**src/rtl/i2c_accel_sequencer_if.sv**
```systemverilog
// i2c_accel_sequencer_if: command/response bundle between the sequencer and the I2C master
interface i2c_accel_sequencer_if;
  logic       M_Start;
  logic       M_Write;
  logic [1:0] M_Num_Bytes;
  logic [6:0] M_Address;
  logic [7:0] M_Register;
  logic [7:0] M_Data_Tx;
  logic       M_Buff_Next;
  logic       M_DV;
  logic       M_Busy;
  logic [7:0] M_Data_Rx;
  modport master (
    output M_Start, M_Write, M_Num_Bytes, M_Address, M_Register, M_Data_Tx,
    input  M_Buff_Next, M_DV, M_Busy, M_Data_Rx
  );
  modport slave (
    input  M_Start, M_Write, M_Num_Bytes, M_Address, M_Register, M_Data_Tx,
    output M_Buff_Next, M_DV, M_Busy, M_Data_Rx
  );
endinterface

```
**src/rtl/i2c_accel_sequencer.sv**
```systemverilog
// i2c_accel_sequencer: ADXL345 init script then periodic single-byte reads of the six axis registers
module i2c_accel_sequencer #(
  parameter logic [6:0] SLAVE_ADDR = 7'h53,
  parameter int         POLL_DIV   = 500000,
  parameter int         TIMEOUT    = 4096
) (
  input  logic                         Clk,
  input  logic                         Reset,
  input  logic                         Enable,
  i2c_accel_sequencer_if.master        m,
  output logic                         Init_Done,
  output logic [15:0]                  X_Data,
  output logic [15:0]                  Y_Data,
  output logic [15:0]                  Z_Data,
  output logic                         Sample_Valid,
  output logic                         Error
);
  localparam logic [2:0] IDLE  = 3'd0;
  localparam logic [2:0] ISSUE = 3'd1;
  localparam logic [2:0] XFER  = 3'd2;
  localparam logic [2:0] DONE  = 3'd3;
  localparam logic [2:0] WAIT  = 3'd4;
  localparam logic [2:0] ERROR = 3'd5;
  logic [2:0]      state;
  logic [3:0]      step;
  logic [3:0]      go_step;
  logic            go_issue;
  logic            dv_d;
  logic [31:0]     tmo_cnt;
  logic [31:0]     poll_cnt;
  logic [5:0][7:0] shadow;
  logic [7:0]      go_reg;
  logic [7:0]      go_dat;
  logic            unused;
  assign m.M_Num_Bytes = 2'd1;
  assign m.M_Address   = SLAVE_ADDR;
  assign unused        = m.M_Buff_Next;
  // decide whether a new transaction starts this cycle and which step-table entry it uses
  always_comb begin
    go_issue = (state == IDLE && Enable && !m.M_Busy) ||
               (state == DONE && Enable && step != 4'd2 && step != 4'd8) ||
               (state == WAIT && Enable && !m.M_Busy && poll_cnt >= 32'(POLL_DIV - 1));
    go_step  = state == IDLE ? (Init_Done ? 4'd3 : 4'd0) : state == DONE ? step + 4'd1 : 4'd3;
    go_reg   = go_step == 4'd0 ? 8'h2C : go_step == 4'd1 ? 8'h31 : go_step == 4'd2 ? 8'h2D : 8'h2F + {4'd0, go_step};
    go_dat   = go_step == 4'd0 ? 8'h0A : go_step == 4'd1 ? 8'h0B : go_step == 4'd2 ? 8'h08 : 8'h00;
  end
  // sequencer state, command registers, poll timer and sample capture
  always_ff @(posedge Clk) begin
    if (Reset) begin
      state        <= IDLE;
      step         <= '0;
      tmo_cnt      <= '0;
      poll_cnt     <= '0;
      dv_d         <= 1'b0;
      shadow       <= '0;
      m.M_Start    <= 1'b0;
      m.M_Write    <= 1'b0;
      m.M_Register <= '0;
      m.M_Data_Tx  <= '0;
      Init_Done    <= 1'b0;
      X_Data       <= '0;
      Y_Data       <= '0;
      Z_Data       <= '0;
      Sample_Valid <= 1'b0;
      Error        <= 1'b0;
    end else begin
      dv_d         <= m.M_DV;
      Sample_Valid <= 1'b0;
      poll_cnt     <= (state == IDLE || (go_issue && go_step == 4'd3)) ? '0 : poll_cnt + {31'd0, poll_cnt != '1};
      if (go_issue) begin
        state        <= ISSUE;
        step         <= go_step;
        tmo_cnt      <= '0;
        m.M_Start    <= 1'b1;
        m.M_Write    <= go_step < 4'd3;
        m.M_Register <= go_reg;
        m.M_Data_Tx  <= go_dat;
      end else begin
        case (state)
          ISSUE: begin
            if (m.M_Busy) begin
              state     <= XFER;
              m.M_Start <= 1'b0;
            end else if (tmo_cnt == 32'(TIMEOUT - 1)) begin
              state     <= ERROR;
              m.M_Start <= 1'b0;
              Error     <= 1'b1;
            end else tmo_cnt <= tmo_cnt + 32'd1;
          end
          XFER: begin
            if (m.M_DV && !dv_d && step >= 4'd3) shadow[3'(step - 4'd3)] <= m.M_Data_Rx;
            if (!m.M_Busy) state <= DONE;
          end
          DONE: begin
            if (step == 4'd2) begin
              Init_Done <= 1'b1;
              state     <= WAIT;
            end else if (step == 4'd8 && Enable) begin
              X_Data       <= {shadow[1], shadow[0]};
              Y_Data       <= {shadow[3], shadow[2]};
              Z_Data       <= {shadow[5], shadow[4]};
              Sample_Valid <= 1'b1;
              state        <= WAIT;
            end else state <= IDLE;
          end
          WAIT: if (!Enable) state <= IDLE;
          default: ;
        endcase
      end
    end
  end
endmodule

```
**src/flat_wrapper.sv**
```systemverilog
// flat-port wrapper written by rule: the top's interface ports become plain ports
module i2c_accel_sequencer_flat 
#(
  parameter logic [6:0] SLAVE_ADDR = 7'h53,
  parameter int         POLL_DIV   = 500000,
  parameter int         TIMEOUT    = 4096
)
  (Clk, Reset, Enable, Init_Done, X_Data, Y_Data, Z_Data, Sample_Valid, Error, m_M_Start, m_M_Write, m_M_Num_Bytes, m_M_Address, m_M_Register, m_M_Data_Tx, m_M_Buff_Next, m_M_DV, m_M_Busy, m_M_Data_Rx);
  i2c_accel_sequencer_if m_i ();
  input  logic Clk;
  input  logic Reset;
  input  logic Enable;
  output logic Init_Done;
  output logic [15:0] X_Data;
  output logic [15:0] Y_Data;
  output logic [15:0] Z_Data;
  output logic Sample_Valid;
  output logic Error;
  output wire logic [$bits(m_i.M_Start)-1:0] m_M_Start;
  output wire logic [$bits(m_i.M_Write)-1:0] m_M_Write;
  output wire logic [$bits(m_i.M_Num_Bytes)-1:0] m_M_Num_Bytes;
  output wire logic [$bits(m_i.M_Address)-1:0] m_M_Address;
  output wire logic [$bits(m_i.M_Register)-1:0] m_M_Register;
  output wire logic [$bits(m_i.M_Data_Tx)-1:0] m_M_Data_Tx;
  input wire logic [$bits(m_i.M_Buff_Next)-1:0] m_M_Buff_Next;
  input wire logic [$bits(m_i.M_DV)-1:0] m_M_DV;
  input wire logic [$bits(m_i.M_Busy)-1:0] m_M_Busy;
  input wire logic [$bits(m_i.M_Data_Rx)-1:0] m_M_Data_Rx;
  assign m_M_Start = m_i.M_Start;
  assign m_M_Write = m_i.M_Write;
  assign m_M_Num_Bytes = m_i.M_Num_Bytes;
  assign m_M_Address = m_i.M_Address;
  assign m_M_Register = m_i.M_Register;
  assign m_M_Data_Tx = m_i.M_Data_Tx;
  assign m_i.M_Buff_Next = m_M_Buff_Next;
  assign m_i.M_DV = m_M_DV;
  assign m_i.M_Busy = m_M_Busy;
  assign m_i.M_Data_Rx = m_M_Data_Rx;
  i2c_accel_sequencer #(.SLAVE_ADDR(SLAVE_ADDR), .POLL_DIV(POLL_DIV), .TIMEOUT(TIMEOUT)) u_core (.Clk(Clk), .Reset(Reset), .Enable(Enable), .m(m_i), .Init_Done(Init_Done), .X_Data(X_Data), .Y_Data(Y_Data), .Z_Data(Z_Data), .Sample_Valid(Sample_Valid), .Error(Error));
endmodule
```
**config.mk**
```make
export PLATFORM = sky130hd
export DESIGN_NAME = i2c_accel_sequencer_flat
export DESIGN_NICKNAME = d
export VERILOG_FILES = /design/src/rtl/i2c_accel_sequencer_if.sv /design/src/rtl/i2c_accel_sequencer.sv /design/src/flat_wrapper.sv
export SDC_FILE = /design/constraint.sdc
export NUM_CORES = 1
export LEC_CHECK = 0
export CAP_MARGIN = 20
export CORE_ASPECT_RATIO = 0.9
export CORE_UTILIZATION = 45
export DETAILED_ROUTE_END_ITERATION = 8
export MAX_ROUTING_LAYER = met4
export PLACE_DENSITY_LB_ADDON = 0.2
export RECOVER_POWER = 50
export SETUP_SLACK_MARGIN = 0.1
export SLEW_MARGIN = 20
export SYNTH_ARGS = -nofsm -noshare
export SYNTH_HDL_FRONTEND = slang
export SYNTH_SLANG_ARGS = --single-unit
```
**constraint.sdc**
```tcl
create_clock -name Clk -period 3.34 [get_ports Clk]
set_input_delay 0.334 -clock Clk [delete_from_list [all_inputs] [get_ports Clk]]
set_output_delay 0.334 -clock Clk [all_outputs]
set_load 0.05 [all_outputs]
```
==> results.toml <==
[status]
outcome = "finished, final reports clean"

[routing]
vias_per_cell = 5.32
avgRoutedWirePerCell_um = 14.7
vias = 6549
ant_nets = 0
drt_pre_antenna_iters = 5
routed_wl_um = 18100
drtIter0Drc = 463
drc = 0

[finish]
synthToLayoutAreaGrowth_pct = 16.9
layout-drive-gt1-share = 0.0929
antennaDiodeCount = 0
fin_nets = 1003
final_cell_area_um2 = 9730
post-route-util = 0.545

[synthesis]
syn_inst = 930
ys_warn_count = 0
synthTopCellsByArea = "dfxtp_1, mux2i_1, nand2_1, a211oi_2, a21oi_1"
synth_edf_count = 0
yosys_register_bits = 182
synth_area_um2 = 8320
ys_types = 65
syn_area_per_cell_um2 = 8.95
synthArstFlopShare = 0
yosysTopAreaCell = "dfxtp_1"
ys.flop_type = "dfxtp_1"
netlist.area_leader.share = 0.438
yosysSeqAreaShare = 0.438

[critical_path]
cp-start-kind = "flip-flop"
arrival_ns = 3.19
critPathKind = "flip-flop to flip-flop"
cp.required_ns = 3.70
crit_path_end_kind = "flip-flop"
reg2reg_depth = 11
endpoint = "u_core.poll_cnt[28]"
crit_start = "u_core.poll_cnt[11]"
timing.rr.start = "u_core.poll_cnt[11]"
r2r_setup_slack_ns = 0.51
crit_fanout = 8
rr_endpoint = "u_core.poll_cnt[28]"

[clocking]
post-cts-setup-buffer-count = 0
hold_buffers = 0
cts_buffers = 17
root_buffer = "clkbuf_16"
h-tree-depth = 4
clk_pin_slew_ns = 0.07
cts_tree = "done"
cts.sinks = 182
clock_path_buffers = 2
cts.repair.resized = 0
clock_latency_ns = 0.43

[sta]
finalHoldViolations = 0
fin_setup_tns_ns = 0
final.period_utilization = 0.849
setup-violations-final = 0
max_freq_mhz = 353
hold-worst-slack_ns = 0.390
skew_ns = 0.0138
slew_headroom = 0.311
rsz0062_at_grt = "no"
tightest_slew_ns = 1.03
fin_crit_ns = 2.83
drv_slew = 0

[power_and_ir_drop]
intPower_mw = 3.39
leakage_nw = 3.51
peakVddDrop_mv = 0.420
clkPwrFrac = 0.427
cellPowerDensity_nw_per_um2 = 480
p_switching_mw = 1.28
design_power_total_mw = 4.67
comb_power_share = 0.097
p_seq_frac = 0.477
switching_share = 0.275

[floorplanning]
dieWidth_um = 145
core-area_um2 = 17800
die_h_um = 131
fp-row-count = 46
dieArea_um2 = 19000
initial_core_util = 0.467
num_io_pins = 92

[grt]
grt_use_total = 0.204
grt_overflow_total = 0
grt_pass1_vias = 5898
grt_first_pass_wirelength_um = 30200
grt_max_degree = 60
antenna_found_initial = 0

[place]
io_buffers = 74
placed_area_um2 = 9150
dp_hpwl_um = 11900
gp_congestion = 0.808

[flow_run]
max_cap_viol_count = 0

[hold_path]
holdCritPathClass = "input port to flip-flop"
-- worst min path at each step --
stage	slack (ns)	depth (start not counted)	start	end
floorplan	0.43	2	u_core.shadow[27]	u_core.Y_Data[11]
global placement	0.44	2	u_core.X_Data[2]	u_core.X_Data[2]
detailed placement	0.44	2	u_core.shadow[18]	u_core.Y_Data[2]
CTS	0.37	2	Reset	u_core.shadow[12]
global route	0.39	2	Reset	u_core.shadow[40]
finish	0.39	2	Reset	u_core.shadow[40]
-- area by class of cell --
class	instances	area (um^2)
Sequential cell	182	3640
Clock inverter	14	161
Multi-Input combinational cell	677	4320
Tap cell	240	300
Fill cell	1660	8110
Clock buffer	17	425
Inverter	16	60.1
Timing Repair Buffer	84	820
-- synth_stat cells, drive strengths merged (3+ instances only) --
| cell | n |
|---|---|
| clkbuf | 34 |
| o21ai | 19 |
| inv | 16 |
| and3 | 12 |
| nor4 | 20 |
| nor2 | 89 |
| xor2 | 19 |
| buf | 35 |
| nor3b | 3 |
| nand4 | 18 |
| o211a | 4 |
| o211ai | 9 |
| or3 | 20 |
| nand2b | 3 |
| dfxtp | 182 |
| and2 | 8 |
| nand2 | 125 |
| mux2i | 57 |
| nor2b | 7 |
| xnor2 | 26 |
| or4 | 5 |
| a211oi | 34 |
| nor3 | 16 |
| a21oi | 76 |
| o2111ai | 3 |
| ha | 11 |
| o21a | 3 |
| and4 | 10 |
| nand3 | 31 |
| o31ai | 7 |
-- worst max-delay path, stage by stage (launching register included) --
cell	delay, ns
dfxtp_1	0.33
and3_1	0.24
nand3_1	0.29
nor3_1	0.10
nand3_1	0.10
ha_1	0.19
ha_1	0.19
nand3_1	0.20
or3_1	0.50
nor4_1	0.31
xnor2_1	0.13
a211oi_2	0.19
-- registers in the layout, indices dropped and copies added, names as in the netlist, 3 cells and up --
| name | count |
|---|---|
| u_core.poll_cnt | 32 |
| u_core.X_Data | 16 |
| u_core.Y_Data | 16 |
| u_core.Z_Data | 16 |
| u_core.m.M_Register | 6 |
| u_core.m.M_Data_Tx | 3 |
| u_core.shadow | 48 |
| u_core.tmo_cnt | 32 |
| u_core.state | 3 |
| u_core.step | 4 |
-- power groups by stage --
stage          combinational (mW)  clock (mW)  sequential [mW]
2_1_floorplan               0.323           0             2.30
3_3_place_gp                0.454           0             2.28
3_5_place_dp                0.455           0             2.28
4_1_cts                     0.456        2.04             2.23
5_1_grt                     0.494        2.14             2.23
6_report                    0.452        1.99             2.23
-- cells by family after synthesis --
| family | share of synthesized area |
|---|---|
| DFF | 0.438 |
| muxes | 0.0712 |
| AOI/OAI and AO/OA | 0.150 |
| buffers and inverters | 0.0510 |
| and+or+nand+nor | 0.225 |
| other | 0.000902 |
| adders and majority gates | 0.0165 |
| xor gates and xnor gates | 0.0473 |
-- layer usage --
| layer | up-vias | GRT usage | part of all wire |
|---|---|---|---|
| met5 | - | - | 0 |
| met4 | 0 | 0.0582 | 0.0094 |
| met3 | 13 | 0.0514 | 0.044 |
| met2 | 112 | 0.303 | 0.44 |
| met1 | 3077 | 0.273 | 0.51 |
| li1 | 3347 | - | - |
-- per-stage QoR --
stage / setup WS [ns] / instances
finish: 0.506 / 1230
global route: 0.208 / 1230
CTS: 0.498 / 1230
detailed placement: 0.523 / 1199
global placement: 0.582 / 1199
floorplan: 0.869 / 944
-- layout by cell type (no fill, tap or decap), types with 3 or more instances in the layout --
cell / instances
clkbuf_16: 17
mux2i_1: 57
o31ai_1: 6
o211a_1: 4
o21ai_0: 16
nor4_1: 20
nor3_1: 15
buf_4: 8
ha_1: 11
clkdlybuf4s50_1: 11
inv_6: 4
nor2_1: 87
o211ai_1: 8
a211oi_2: 29
dfxtp_1: 182
conb_1: 16
xnor2_1: 26
nand4_1: 18
nor2b_1: 7
a21oi_1: 72
nand3_1: 31
or4_1: 5
inv_8: 3
nand2b_1: 3
xor2_1: 19
nor3b_1: 3
a21oi_2: 4
dlygate4sd3_1: 62
a211oi_1: 4
and2_1: 8
and4_1: 10
and3_1: 12
inv_1: 16
nand2_1: 125
or3_1: 20
No activity file was read; power rests on OpenSTA's default activity.
